--- config.mk ---
export PLATFORM = sky130hd
export DESIGN_NAME = mux_nx1_skid
export DESIGN_NICKNAME = d
export VERILOG_FILES = /design/src/rtl/ppu_mux_pkg.sv /design/src/rtl/mux_nx1_comb.sv /design/src/rtl/mux_nx1_skid.sv
export SDC_FILE = /design/constraint.sdc
export NUM_CORES = 1
export LEC_CHECK = 0
export CAP_MARGIN = 20
export CELL_PAD_IN_SITES_DETAIL_PLACEMENT = 0
export CELL_PAD_IN_SITES_GLOBAL_PLACEMENT = 1
export CORE_AREA = 10 10 145 113
export CTS_BUF_LIST = sky130_fd_sc_hd__clkbuf_16
export CTS_CLUSTER_SIZE = 12
export DETAILED_ROUTE_END_ITERATION = 8
export DIE_AREA = 0 0 155 123
export GPL_ROUTABILITY_DRIVEN = 0
export GPL_TIMING_DRIVEN = 0
export PLACE_DENSITY = 0.62
export SKIP_CTS_REPAIR_TIMING = 1
export SYNTH_ARGS = -nofsm -noshare
export SYNTH_HDL_FRONTEND = slang
export SYNTH_HIERARCHICAL = 1
export SYNTH_SLANG_ARGS = --single-unit
--- constraint.sdc ---
create_clock -name clk -period 1.5 [get_ports clk]
set_input_delay 0.3 -clock clk [delete_from_list [all_inputs] [get_ports clk]]
set_output_delay 0.3 -clock clk [all_outputs]
set_load 0.02 [all_outputs]
--- src/rtl/ppu_mux_pkg.sv ---
// Shared types and helpers for the N:1 select-and-skid stage.
// State encoding is fixed so it can be matched in debug dumps.
package ppu_mux_pkg;

    typedef enum logic [1:0] {
        EMPTY = 2'd0,
        ONE   = 2'd1,
        FULL  = 2'd2
    } state_t;

    function automatic int clog2(input int value);
        int result;
        int rem;
        result = 0;
        rem    = value - 1;
        while (rem > 0) begin
            result = result + 1;
            rem    = rem >> 1;
        end
        return result;
    endfunction

    function automatic int sel_width(input int n);
        return (clog2(n) < 1) ? 1 : clog2(n);
    endfunction

endpackage

--- src/rtl/mux_nx1_comb.sv ---
// Purpose: N-way WIDTH-bit selector; out-of-range select yields zero and raises oor.
// Latency: purely combinational, zero cycles.
// Backpressure: none, no state.
module mux_nx1_comb #(
    parameter int WIDTH = 32,
    parameter int N     = 2,
    parameter int SELW  = 1
) (
    input  logic [N*WIDTH-1:0] din,
    input  logic [SELW-1:0]    sel,
    output logic [WIDTH-1:0]   dout,
    output logic               oor
);

    always_comb begin
        dout = '0;
        oor  = 1'b1;
        for (int k = 0; k < N; k++) begin
            if (sel == SELW'(k)) begin
                dout = din[k*WIDTH +: WIDTH];
                oor  = 1'b0;
            end
        end
    end

endmodule

--- src/rtl/mux_nx1_skid.sv ---
// Purpose: registered N:1 operand select with a 2-entry skid; MUX_SEL_ERR_EN adds a per-word out-of-range flag.
// Latency: one cycle from accept to out_valid when the buffer is empty or popping.
// Backpressure: in_ready drops only when both entries are held; decoded from state, no path from out_ready.
module mux_nx1_skid
    import ppu_mux_pkg::*;
#(
    parameter  int WIDTH = 32,
    parameter  int N     = 2,
    localparam int SELW  = sel_width(N)
) (
    input  logic               clk,
    input  logic               rst_n,
    input  logic [N*WIDTH-1:0] din,
    input  logic [SELW-1:0]    sel,
    input  logic               in_valid,
    output logic               in_ready,
    input  logic               flush,
    output logic [WIDTH-1:0]   out_data,
    output logic               out_valid,
    input  logic               out_ready
`ifdef MUX_SEL_ERR_EN
    ,
    output logic               sel_err
`endif
);

`ifdef MUX_SEL_ERR_EN
    // Each entry carries its error flag in the top bit so it moves with the data.
    localparam int EW = WIDTH + 1;
`else
    localparam int EW = WIDTH;
`endif

    state_t          state_q, state_d;
    logic [EW-1:0]   head_q, head_d;
    logic [EW-1:0]   skid_q, skid_d;
    logic [WIDTH-1:0] mux_dat;
    logic            sel_oor;
    logic [EW-1:0]   sel_word;
    logic            accept;
    logic            pop;

    mux_nx1_comb #(
        .WIDTH (WIDTH),
        .N     (N),
        .SELW  (SELW)
    ) u_sel (
        .din  (din),
        .sel  (sel),
        .dout (mux_dat),
        .oor  (sel_oor)
    );

`ifdef MUX_SEL_ERR_EN
    assign sel_word = {sel_oor, mux_dat};
    assign sel_err  = out_valid & head_q[WIDTH];
`else
    assign sel_word = mux_dat;
`endif

    assign in_ready  = (state_q != FULL);
    assign out_valid = (state_q != EMPTY);
    assign out_data  = head_q[WIDTH-1:0];
    assign accept    = in_valid & in_ready;
    assign pop       = out_valid & out_ready;

    always_comb begin
        state_d = state_q;
        head_d  = head_q;
        skid_d  = skid_q;
        if (flush) begin
            state_d = EMPTY;
            head_d  = '0;
            skid_d  = '0;
        end else begin
            case (state_q)
                EMPTY: begin
                    if (accept) begin
                        state_d = ONE;
                        head_d  = sel_word;
                    end
                end
                ONE: begin
                    if (accept && pop) begin
                        head_d = sel_word;
                    end else if (accept) begin
                        state_d = FULL;
                        skid_d  = sel_word;
                    end else if (pop) begin
                        state_d = EMPTY;
                    end
                end
                FULL: begin
                    if (pop) begin
                        state_d = ONE;
                        head_d  = skid_q;
                    end
                end
                default: begin
                    state_d = EMPTY;
                    head_d  = '0;
                    skid_d  = '0;
                end
            endcase
        end
    end

    always_ff @(posedge clk or negedge rst_n) begin
        if (!rst_n) begin
            state_q <= EMPTY;
            head_q  <= '0;
            skid_q  <= '0;
        end else begin
            state_q <= state_d;
            head_q  <= head_d;
            skid_q  <= skid_d;
        end
    end

    // The selector must never leak a stale operand on an out-of-range index.
    assert property (@(posedge clk) disable iff (!rst_n) sel_oor |-> (mux_dat == '0));

endmodule

After elaboration in Yosys (flattened, before gate mapping)
Cells that the tools add are included.
{"block": "classes", "n_reduce_logical": 7, "bitwise_logic": 2, "mux": 16, "n_eq_ne": 10}
{"op": "2-to-1 mux 32 bit", "n": 7}
{"op": "case mux 32 bit (3 select lines)", "n": 1}
{"op": "case mux 32 bit (2 select lines)", "n": 1}
{"op": "!= test 3 bit (second input constant)", "n": 5}
{"op": "2-to-1 mux 2 bit", "n": 6}
{"op": "case mux 2 bit (3 select lines)", "n": 1}
{"op": "AND reduction 3 bit", "n": 2}
{"op": "!= test 4 bit (second input constant)", "n": 1}
{"op": "AND reduction 4 bit", "n": 1}
{"op": "AND 1 bit", "n": 2}
{"op": "equality test 2 x 1 -> 1 bit (second input constant)", "n": 1}
{"op": "equality test 2 bit (second input constant)", "n": 1}
{"op": "logical NOT 2 bit", "n": 1}
{"op": "!= test 2 x 1 -> 1 bit (second input constant)", "n": 1}
{"op": "!= test 2 bit (second input constant)", "n": 1}
{"op": "nonzero test 2 bit", "n": 1}
{"op": "OR reduction 2 bit", "n": 1}
{"op": "logical AND 1 bit", "n": 1}
{"block": "word_totals", "in_bits": 70, "elab_cells": 38, "register_bits": 66}

Depth between registers and ports, before layout
Gate-level depths: netlist of run 1.
{"block": "depth", "ltp_word": 7, "depth_mapped": 5, "mapped_depth_nobuf": 3}

Cells and area by module
The synthesis of run 1 kept the hierarchy.
{"module": "mux_nx1_skid", "cells_each": 210, "n_inst": 1, "area_each_um2": 2771.4}
{"module": "mux_nx1_comb", "cells_each": 38, "n_inst": 1, "area_each_um2": 555.5}

Worst setup path before layout of run 1
No wires, ideal clock.
{"block": "synth_path", "path_kind": "flip-flop to flip-flop", "startpoint": "register state_q[0]", "endpoint": "register head_q[31], in the netlist out_data[31]", "t_required_ns": 1.374, "path_stages_with_launch": 6, "slack_ns": -0.039, "n_path_buf": 2, "arrival_time_ns": 1.413, "setup_ns": 0.126, "cell_sequence": "dfrtp_1 -> buf_2 -> nor2b_4 -> o311a_4 -> buf_6 -> a221o_1"}
{"block": "synth_between", "elab_chain_len": 5, "elab_cells_between_ends": 14}
{"item": "start, declared", "line": "mux_nx1_skid.sv:34", "text": "state_t state_q, state_d;"}
{"item": "start signal, assigned", "line": "mux_nx1_skid.sv:114", "text": "state_q <= state_d;"}
{"item": "!= test 2 bit / nonzero test 2 bit (equally long branches)", "line": "mux_nx1_skid.sv:61, mux_nx1_skid.sv:62"}
{"item": "AND 1 bit (on tied branches)", "line": "mux_nx1_skid.sv:64, mux_nx1_skid.sv:65"}
{"item": "logical AND 1 bit", "line": "mux_nx1_skid.sv:84", "text": "if (accept && pop) begin"}
{"item": "!= test 3 bit (no line)"}
{"item": "AND reduction 3 bit (no line)"}
{"item": "end signal, assigned", "line": "mux_nx1_skid.sv:111", "text": "head_q <= '0;"}
{"item": "end signal, assigned", "line": "mux_nx1_skid.sv:115", "text": "head_q <= head_d;"}
{"item": "end, declared", "line": "mux_nx1_skid.sv:35", "text": "logic [EW-1:0] head_q, head_d;"}
Parallel ways exist; a longest one is shown, timed or not.
A chain may end at the register's enable or synchronous reset.

Final worst setup path of run 1
Same ends and word-level chain as after synthesis.

==> impl_metrics.py, run 1 <==
metrics = {
    "outcome": {
        "run_status": "finished, violations left",
        "violations": "setup timing",
    },
    "power": {
        "clock_network_fraction_of_total_power": 0.413,
        "fin_total_pwr_w": 0.004851,
        "static-leakage-power_nw": 2.755,
        "net_sw_frac": 0.2483,
        "peakVddDrop_uv": 545.7,
        "power.density_mw_per_mm2": 969.0,
        "comb_power_share": 0.188,
        "switchingPower_w": 0.001204,
        "internal-power_w": 0.003646,
        "sequentialPowerShare": 0.399,
    },
    "routing": {
        "vias": 2465,
        "wl_um": 9668,
        "drt-vias-per-instance": 4.548,
        "routedWlPerCell_um": 17.84,
        "route.detailed.drc": 0,
        "drc_marker_count_from_the_first_detailed_route_iteration": 86,
        "drt_first_pass_iters": 4,
        "antenna_violating_nets_post_route": 0,
    },
    "cells_and_area": {
        "n_antenna_cell": 0,
        "filler_cell_count": 1330,
        "synthToLayoutAreaGrowth_pct": 50.98,
        "finish.utilization": 0.3691,
        "most-common-layout-cells": "sky130_fd_sc_hd__dfrtp_1 (65), sky130_fd_sc_hd__clkdlybuf4s50_1 (64), sky130_fd_sc_hd__dlymetal6s2s_1 (33), sky130_fd_sc_hd__and2_1 (32), sky130_fd_sc_hd__a221o_1 (32)",
        "nets": 432,
        "mostFrequentLayoutCell": "sky130_fd_sc_hd__dfrtp_1",
        "layout-drive-gt1-share": 0.2234,
    },
    "sta": {
        "max_slew_margin": 0.4300,
        "hold_slack_ns": 0.08522,
        "hold_violations": 0,
        "timing_max_transition_violations_final": 0,
        "totalNegativeSetupSlack_ns": -3.266,
        "rsz_0062_raised_after_global_routing": "yes",
        "setup_viol_count_final": 34,
        "timing.final.ws_setup_ns": -0.1317,
        "max_clock_freq_mhz": 612.9,
        "finalCritPeriodShare": 1.088,
        "timing.final.crit_period_ns": 1.632,
        "final.setup_skew_ns": 0.006503,
        "max_slew.worst_pin.slew_ns": 0.8551,
    },
    "placed_design": {
        "place.port_buffers": 100,
        "post-dp-hpwl_um": 6754,
        "place_worst_setup_slack_ns": -0.5133,
    },
    "global_routing": {
        "grt_pass1_wl_um": 14920,
        "vias_in_the_first_global_route": 2623,
        "gr-usage-all-layers": 0.1005,
        "grt_start_max_net_pins": 67,
        "total_global_routing_overflow": 0,
        "initial_antenna_violation_count": 0,
    },
    "clock_tree": {
        "clock_tree.buffer_depth": 2,
        "cts_tree": "done",
        "cts-buffers-inserted": 9,
        "clk_latency_ns": 0.33,
        "cts_num_sinks": 66,
        "clock_pin_slew_on_the_worst_setup_and_hold_paths_ns": 0.05,
        "root_buffer": "sky130_fd_sc_hd__clkbuf_16",
        "clock_tree.htree_level_count": 3,
    },
    "floorplanning": {
        "io_pins": 104,
        "placeableCoreArea_mm2": 0.01356,
        "die-height_um": 123,
        "die_area_mm2": 0.01907,
        "chip_width_um": 155,
        "floorplan.initialDensity": 0.2444,
        "placementRows": 37,
    },
    "setup_path": {
        "reg2reg_to": "out_data[31]",
        "ff2ff_setup_slack_ns": -0.13,
        "timing.rr.start": "state_q[0]",
        "worst_r2r_path_depth": 5,
        "worst_ep_arrival_time_ns": 1.84,
        "crit_fanout": 10,
        "setup.worst_path.start_class": "register",
        "type_of_element_capturing_the_critical_path": "register",
        "worst_ep_required_time_ns": 1.70,
        "classification_of_the_worst_setup_path": "reg2reg",
    },
    "run": {
        "maxcap_viol_count": 0,
    },
    "yosys": {
        "synth.avg_cell_area_um2": 13.48,
        "synth_area_mm2": 0.003316,
        "syn_nets": 316,
        "synth.yosys.warnings": 6,
        "syn_inst": 246,
    },
    "worst_hold_path": {
        "hold_path_class": "in2async",
    },
}
[flip-flops by register name, summed over array words and instances, names as in the netlist]
signal / count
state_q: 2
out_data: 32
skid_q: 32
[power groups by stage]
stage               registers (W)  clock network (W)  logic (W)
finish                    0.00194            0.00200   0.000912
floorplan                 0.00204                  0   0.000387
global placement          0.00197                  0   0.000918
detailed placement        0.00196                  0   0.000925
CTS                       0.00194            0.00206   0.000927
global route              0.00195            0.00215   0.000985
[routing by layer]
metal	global-route usage	part of all wire
met2	0.1482	0.45
met3	0.04511	0.062
met4	0.02650	0.0034
met5	0	0
met1	0.1307	0.49
[worst max path at each step]
stage                     startpoint      endpoint  slack, ns  cells after the start
final                     state_q[0]  out_data[31]      -0.13                      5
after global routing      state_q[0]   out_data[8]      -0.18                      5
after CTS                 state_q[1]     out_valid      -0.55                      3
after detailed placement    in_valid    skid_q[14]      -0.51                      5
after global placement         rst_n   out_data[4]      -2.17                      1
after floorplan           state_q[0]  out_data[31]      -0.03                      5
[worst max-delay path, cell delays in order, from the launching register on]
cell and delay, ns:
sky130_fd_sc_hd__dfrtp_1 0.37, sky130_fd_sc_hd__buf_6 0.13, sky130_fd_sc_hd__nor2b_4 0.14, sky130_fd_sc_hd__o311a_4 0.36, sky130_fd_sc_hd__buf_6 0.16, sky130_fd_sc_hd__a221o_1 0.35
[per-stage QoR]
stage	instance area, µm²	instances
final	5006	542
after global routing	5006	542
after CTS	4820	537
after detailed placement	4541	521
after global placement	4543	521
after floorplan	3323	246
[area by class of cell]
cell class | count | area [µm²] | share of cell area
well taps | 175 | 219.0 | 0.04374
inverters | 7 | 26.28 | 0.005249
flip-flops and latches | 66 | 1653 | 0.3302
clock buffers | 9 | 225.2 | 0.04499
multi-input cells | 151 | 1476 | 0.2949
repair buffers | 106 | 1136 | 0.2269
plain buffers | 21 | 216.5 | 0.04324
clock inverters | 7 | 53.80 | 0.01075
No activity file was read; power rests on OpenSTA's default activity.
==> run 2, diff against run 1 <==
- CAP_MARGIN: 20 -> not set
- CELL_PAD_IN_SITES_DETAIL_PLACEMENT: 0 -> 1
==> run 2 against run 1 <==
Effect of this change: the flow still finishes with violations (setup timing); core utilization increased by 0.13 points; clock skew decreased by 0.00073 ns; final area increased by 0.35%; largest power group unchanged; via count increased by 0.73%; first-iteration DRC count increased by 17%; critical endpoint is now out_data[26].
==> impl_metrics.py, run 2 (synthesized netlist as in run 1, its figures left out) <==
metrics = {
    "outcome": {
        "run_status": "finished, violations left",
        "violations": "setup timing",
    },
    "routing": {
        "wl_um": 9961,
        "drt_first_pass_iters": 4,
        "route.detailed.drc": 0,
        "drc_marker_count_from_the_first_detailed_route_iteration": 101,
        "routedWlPerCell_um": 18.41,
        "vias": 2483,
        "drt-vias-per-instance": 4.590,
        "antenna_violating_nets_post_route": 0,
    },
    "cells_and_area": {
        "synthToLayoutAreaGrowth_pct": 51.51,
        "most-common-layout-cells": "sky130_fd_sc_hd__dfrtp_1 (65), sky130_fd_sc_hd__clkdlybuf4s50_1 (64), sky130_fd_sc_hd__dlymetal6s2s_1 (33), sky130_fd_sc_hd__and2_1 (32), sky130_fd_sc_hd__a221o_1 (32)",
        "n_antenna_cell": 0,
        "stdcell_count": 541,
        "nets": 431,
        "layout-drive-gt1-share": 0.2322,
        "finish.utilization": 0.3704,
        "mostFrequentLayoutCell": "sky130_fd_sc_hd__dfrtp_1",
    },
    "floorplanning": {
        "placeableCoreArea_mm2": 0.01356,
        "floorplan.initialDensity": 0.2444,
        "placementRows": 37,
        "die_area_mm2": 0.01907,
        "io_pins": 104,
        "chip_width_um": 155,
        "die-height_um": 123,
    },
    "global_routing": {
        "grtUsageMet2": 0.1546,
        "initial_antenna_violation_count": 0,
        "globalRoute.busiestLayer": "met2",
        "vias_in_the_first_global_route": 2721,
        "met1_usage": 0.1334,
        "grt_pass1_wl_um": 15570,
        "gr-usage-all-layers": 0.1043,
        "total_global_routing_overflow": 0,
        "grt_start_max_net_pins": 67,
        "grt.met3_usage": 0.04927,
    },
    "sta": {
        "hold_violations": 0,
        "timing_max_transition_violations_final": 0,
        "timing.final.ws_setup_ns": -0.1293,
        "final.setup_skew_ns": 0.005772,
        "rsz_0062_raised_after_global_routing": "yes",
        "max_clock_freq_mhz": 613.8,
        "finalCritPeriodShare": 1.086,
        "timing.final.crit_period_ns": 1.629,
        "max_slew.worst_pin.slew_ns": 0.8636,
        "totalNegativeSetupSlack_ns": -3.470,
        "setup_viol_count_final": 31,
        "max_slew_margin": 0.4243,
    },
    "power": {
        "static-leakage-power_nw": 2.755,
        "power.density_mw_per_mm2": 1007,
        "peakVddDrop_uv": 548.5,
    },
    "clock_tree": {
        "clk_latency_ns": 0.33,
        "cts_tree": "done",
        "clock_pin_slew_on_the_worst_setup_and_hold_paths_ns": 0.06,
        "clock_tree.htree_level_count": 3,
        "clock_tree.buffer_depth": 2,
        "cts_num_sinks": 66,
        "root_buffer": "sky130_fd_sc_hd__clkbuf_16",
        "cts-buffers-inserted": 9,
    },
    "setup_path": {
        "timing.critical_path.slowest_stage_cell": "sky130_fd_sc_hd__dfrtp_1",
        "cp-startpoint": "state_q[0]",
        "classification_of_the_worst_setup_path": "reg2reg",
        "timing_endpoint_of_the_critical_path": "out_data[26]",
        "worst_ep_required_time_ns": 1.71,
        "reg2reg_to": "out_data[26]",
        "type_of_element_capturing_the_critical_path": "register",
        "worst_r2r_path_depth": 5,
        "most_frequent_cell_on_the_critical_path": "sky130_fd_sc_hd__buf_6",
        "ff2ff_setup_slack_ns": -0.13,
        "path_cells": "buf_6 -> nor2b_4 -> o311a_4 -> buf_6 -> a221o_1",
        "crit_fanout": 10,
        "setup.worst_path.start_class": "register",
        "worst_ep_arrival_time_ns": 1.84,
        "cpPeakStageDelay_ns": 0.37,
        "timing.rr.start": "state_q[0]",
    },
    "run": {
        "maxcap_viol_count": 0,
    },
    "worst_hold_path": {
        "hold_path_class": "in2async",
    },
    "placed_design": {
        "place.port_buffers": 100,
        "post-dp-hpwl_um": 7061,
        "dp.cells": 521,
    },
}
run 2: cell count changes in the layout (fill, tap and decap cells not counted), sizes merged:
cell	before	now
clkbuf	17	16
inv	10	8
bufinv	1	2
clkinvlp	0	1
run 2: worst min-delay path by stage:
stage                         to  cells past startpoint  slack, ns
detailed placement  out_data[21]                      1       0.47
global route        out_data[25]                      1       0.16
CTS                 out_data[21]                      1       0.12
floorplan            out_data[0]                      0      0.004
finish              out_data[21]                      1       0.09
global placement      skid_q[22]                      1       0.48
run 2: final cells by class:
type                    instances  area [µm²]
plain buffers                  21       210.2
repair buffers                105        1129
flip-flops and latches         66        1653
multi-input cells             151        1476
well taps                     175       219.0
fillers                      1411        8541
clock buffers                   9       225.2
inverters                       7       26.28
clock inverters                 7       85.08
run 2: metal layers:
| layer | vias to the layer above | share of wire | wire length (µm) |
|---|---|---|---|
| met5 | - | 0 | 0 |
| met4 | 0 | 0.0079 | 79 |
| met3 | 9 | 0.079 | 783 |
| met2 | 67 | 0.44 | 4362 |
| met1 | 1249 | 0.48 | 4735 |
| li1 | 1158 | - | - |
run 2: through the flow:
step,hold slack [ns],instance area [µm²],worst slack (ns),total power (W)
5_1_grt,0.1625,5024,-0.1901,0.005322
4_1_cts,0.1202,4851,-0.5548,0.005143
2_1_floorplan,0.004409,3323,-0.02563,0.002426
6_report,0.08795,5024,-0.1293,0.005059
3_5_place_dp,0.4730,4541,-0.5303,0.002896
3_3_place_gp,0.4786,4543,-2.167,0.002883
run 2: report_power, final:
part | switching, W | leakage, nW | internal (W)
registers | 0.0000533 | 0.896 | 0.00188
logic | 0.000408 | 1.71 | 0.000511
clock network | 0.000769 | 0.154 | 0.00144
run 2: critical path, delay by kind of cell, from the launching register on:
kind | cells | cell delay (ns)
and+or+nand+nor | 1 | 0.14
AOI/OAI and AO/OA | 2 | 0.70
buffers and inverters | 2 | 0.29
DFF | 1 | 0.37
==> run 3, diff against run 2 <==
- CAP_MARGIN: not set -> 10
- clock period: 1.5 -> 1.3 ns (I/O delays scaled with it)
==> run 3 against run 2 <==
Effect of this change: largest cell class unchanged; combinational power up 18%; via count is 0.48% higher; sequential power increased by 15%; the flow still finishes with violations (setup timing).
==> impl_metrics.py, run 3 (synthesized netlist as in run 1, its figures left out) <==
metrics = {
    "setup_path": {
        "timing.rr.start": "state_q[0]",
        "reg2reg_to": "out_data[31]",
        "cp-startpoint": "state_q[0]",
        "worst_r2r_path_depth": 5,
        "ff2ff_setup_slack_ns": -0.31,
        "worst_ep_required_time_ns": 1.50,
        "type_of_element_capturing_the_critical_path": "register",
        "worst_ep_arrival_time_ns": 1.81,
        "crit_fanout": 10,
        "setup.worst_path.start_class": "register",
        "classification_of_the_worst_setup_path": "reg2reg",
    },
    "routing": {
        "drt_first_pass_iters": 4,
        "wl_um": 10140,
        "vias": 2495,
        "route.detailed.drc": 0,
        "antenna_violating_nets_post_route": 0,
        "drt-vias-per-instance": 4.586,
        "routedWlPerCell_um": 18.64,
        "drc_marker_count_from_the_first_detailed_route_iteration": 110,
    },
    "power": {
        "fin_total_pwr_w": 0.006045,
        "power.density_mw_per_mm2": 1183,
        "static-leakage-power_nw": 2.795,
        "peakVddDrop_uv": 673.6,
    },
    "clock_tree": {
        "cts-buffers-inserted": 9,
        "clock_tree.buffer_depth": 2,
        "clock_pin_slew_on_the_worst_setup_and_hold_paths_ns": 0.06,
        "clk_latency_ns": 0.33,
        "clock_tree.htree_level_count": 3,
        "root_buffer": "sky130_fd_sc_hd__clkbuf_16",
        "cts_num_sinks": 66,
        "cts_tree": "done",
    },
    "placed_design": {
        "place.port_buffers": 100,
        "post-dp-hpwl_um": 7210,
    },
    "sta": {
        "timing.final.crit_period_ns": 1.609,
        "final.setup_skew_ns": 0.006515,
        "rsz_0062_raised_after_global_routing": "yes",
        "timing_max_transition_violations_final": 0,
        "setup_viol_count_final": 66,
        "hold_violations": 0,
        "max_slew.worst_pin.slew_ns": 0.8905,
        "max_slew_margin": 0.4063,
        "timing.final.ws_setup_ns": -0.3086,
        "finalCritPeriodShare": 1.237,
        "max_clock_freq_mhz": 621.7,
    },
    "cells_and_area": {
        "finish.utilization": 0.3765,
        "most-common-layout-cells": "sky130_fd_sc_hd__dfrtp_1 (65), sky130_fd_sc_hd__clkdlybuf4s50_1 (64), sky130_fd_sc_hd__dlymetal6s2s_1 (33), sky130_fd_sc_hd__and2_1 (32), sky130_fd_sc_hd__a221o_1 (32)",
        "layout-drive-gt1-share": 0.2412,
        "synthToLayoutAreaGrowth_pct": 54.04,
        "nets": 434,
        "n_antenna_cell": 0,
        "mostFrequentLayoutCell": "sky130_fd_sc_hd__dfrtp_1",
    },
    "global_routing": {
        "gr-usage-all-layers": 0.1064,
        "grt_start_max_net_pins": 67,
        "vias_in_the_first_global_route": 2823,
        "initial_antenna_violation_count": 0,
        "total_global_routing_overflow": 0,
        "grt_pass1_wl_um": 15930,
    },
    "floorplanning": {
        "placementRows": 37,
        "placeableCoreArea_mm2": 0.01356,
        "io_pins": 104,
        "die-height_um": 123,
        "floorplan.initialDensity": 0.2444,
        "die_area_mm2": 0.01907,
        "chip_width_um": 155,
    },
    "run": {
        "maxcap_viol_count": 0,
    },
    "worst_hold_path": {
        "hold_path_class": "in2async",
    },
    "outcome": {
        "violations": "setup timing",
        "run_status": "finished, violations left",
    },
}
run 3: cell type report:
| cell class | instances | area, µm² |
|---|---|---|
| multi-input cells | 151 | 1484 |
| clock buffers | 9 | 225.2 |
| flip-flops and latches | 66 | 1653 |
| fillers | 1434 | 8457 |
| well taps | 175 | 219.0 |
| repair buffers | 108 | 1150 |
| clock inverters | 7 | 107.6 |
| inverters | 7 | 26.28 |
| plain buffers | 21 | 242.7 |
run 3: report_power, final:
part	switching [W]	leakage, nW	internal [W]	total [W]
combinational	0.000474	1.73	0.000611	0.00109
clock	0.000871	0.164	0.00185	0.00272
sequential	0.0000647	0.896	0.00217	0.00224
run 3: critical path, cell delays in order, from the launching register on:
cell                      delay (ns)
sky130_fd_sc_hd__dfrtp_1        0.37
sky130_fd_sc_hd__buf_6          0.13
sky130_fd_sc_hd__nor2b_4        0.12
sky130_fd_sc_hd__o311a_4        0.35
sky130_fd_sc_hd__buf_6          0.16
sky130_fd_sc_hd__a221o_1        0.35
run 3: worst max path at each step:
stage                    to  slack, ns  cells after the start
6_report       out_data[31]      -0.31                      5
5_1_grt        out_data[16]      -0.37                      5
4_1_cts           out_valid      -0.70                      3
3_5_place_dp   out_data[14]      -0.65                      5
3_3_place_gp   out_data[14]      -2.35                      1
2_1_floorplan  out_data[31]      -0.23                      5
run 3: layer usage:
layer	wire length, µm	global-route usage	up-vias
li1	-	-	1171
met1	4732	0.1307	1250
met2	4606	0.1658	67
met3	721	0.04927	7
met4	82	0.02827	0
met5	0	0	-
run 3: metrics by stage:
stage          hold WS (ns)  instance area, µm²  setup slack, ns  TNS (ns)  instances
2_1_floorplan      -0.03559                3336          -0.2256    -7.964        246
3_3_place_gp         0.4787                4556           -2.354   -191.91        521
3_5_place_dp         0.4432                4553          -0.6493    -37.61        521
4_1_cts             0.09061                4886          -0.6980    -37.53        537
5_1_grt              0.1344                5107          -0.3666    -18.01        544
6_report            0.04804                5107          -0.3086    -13.50        544
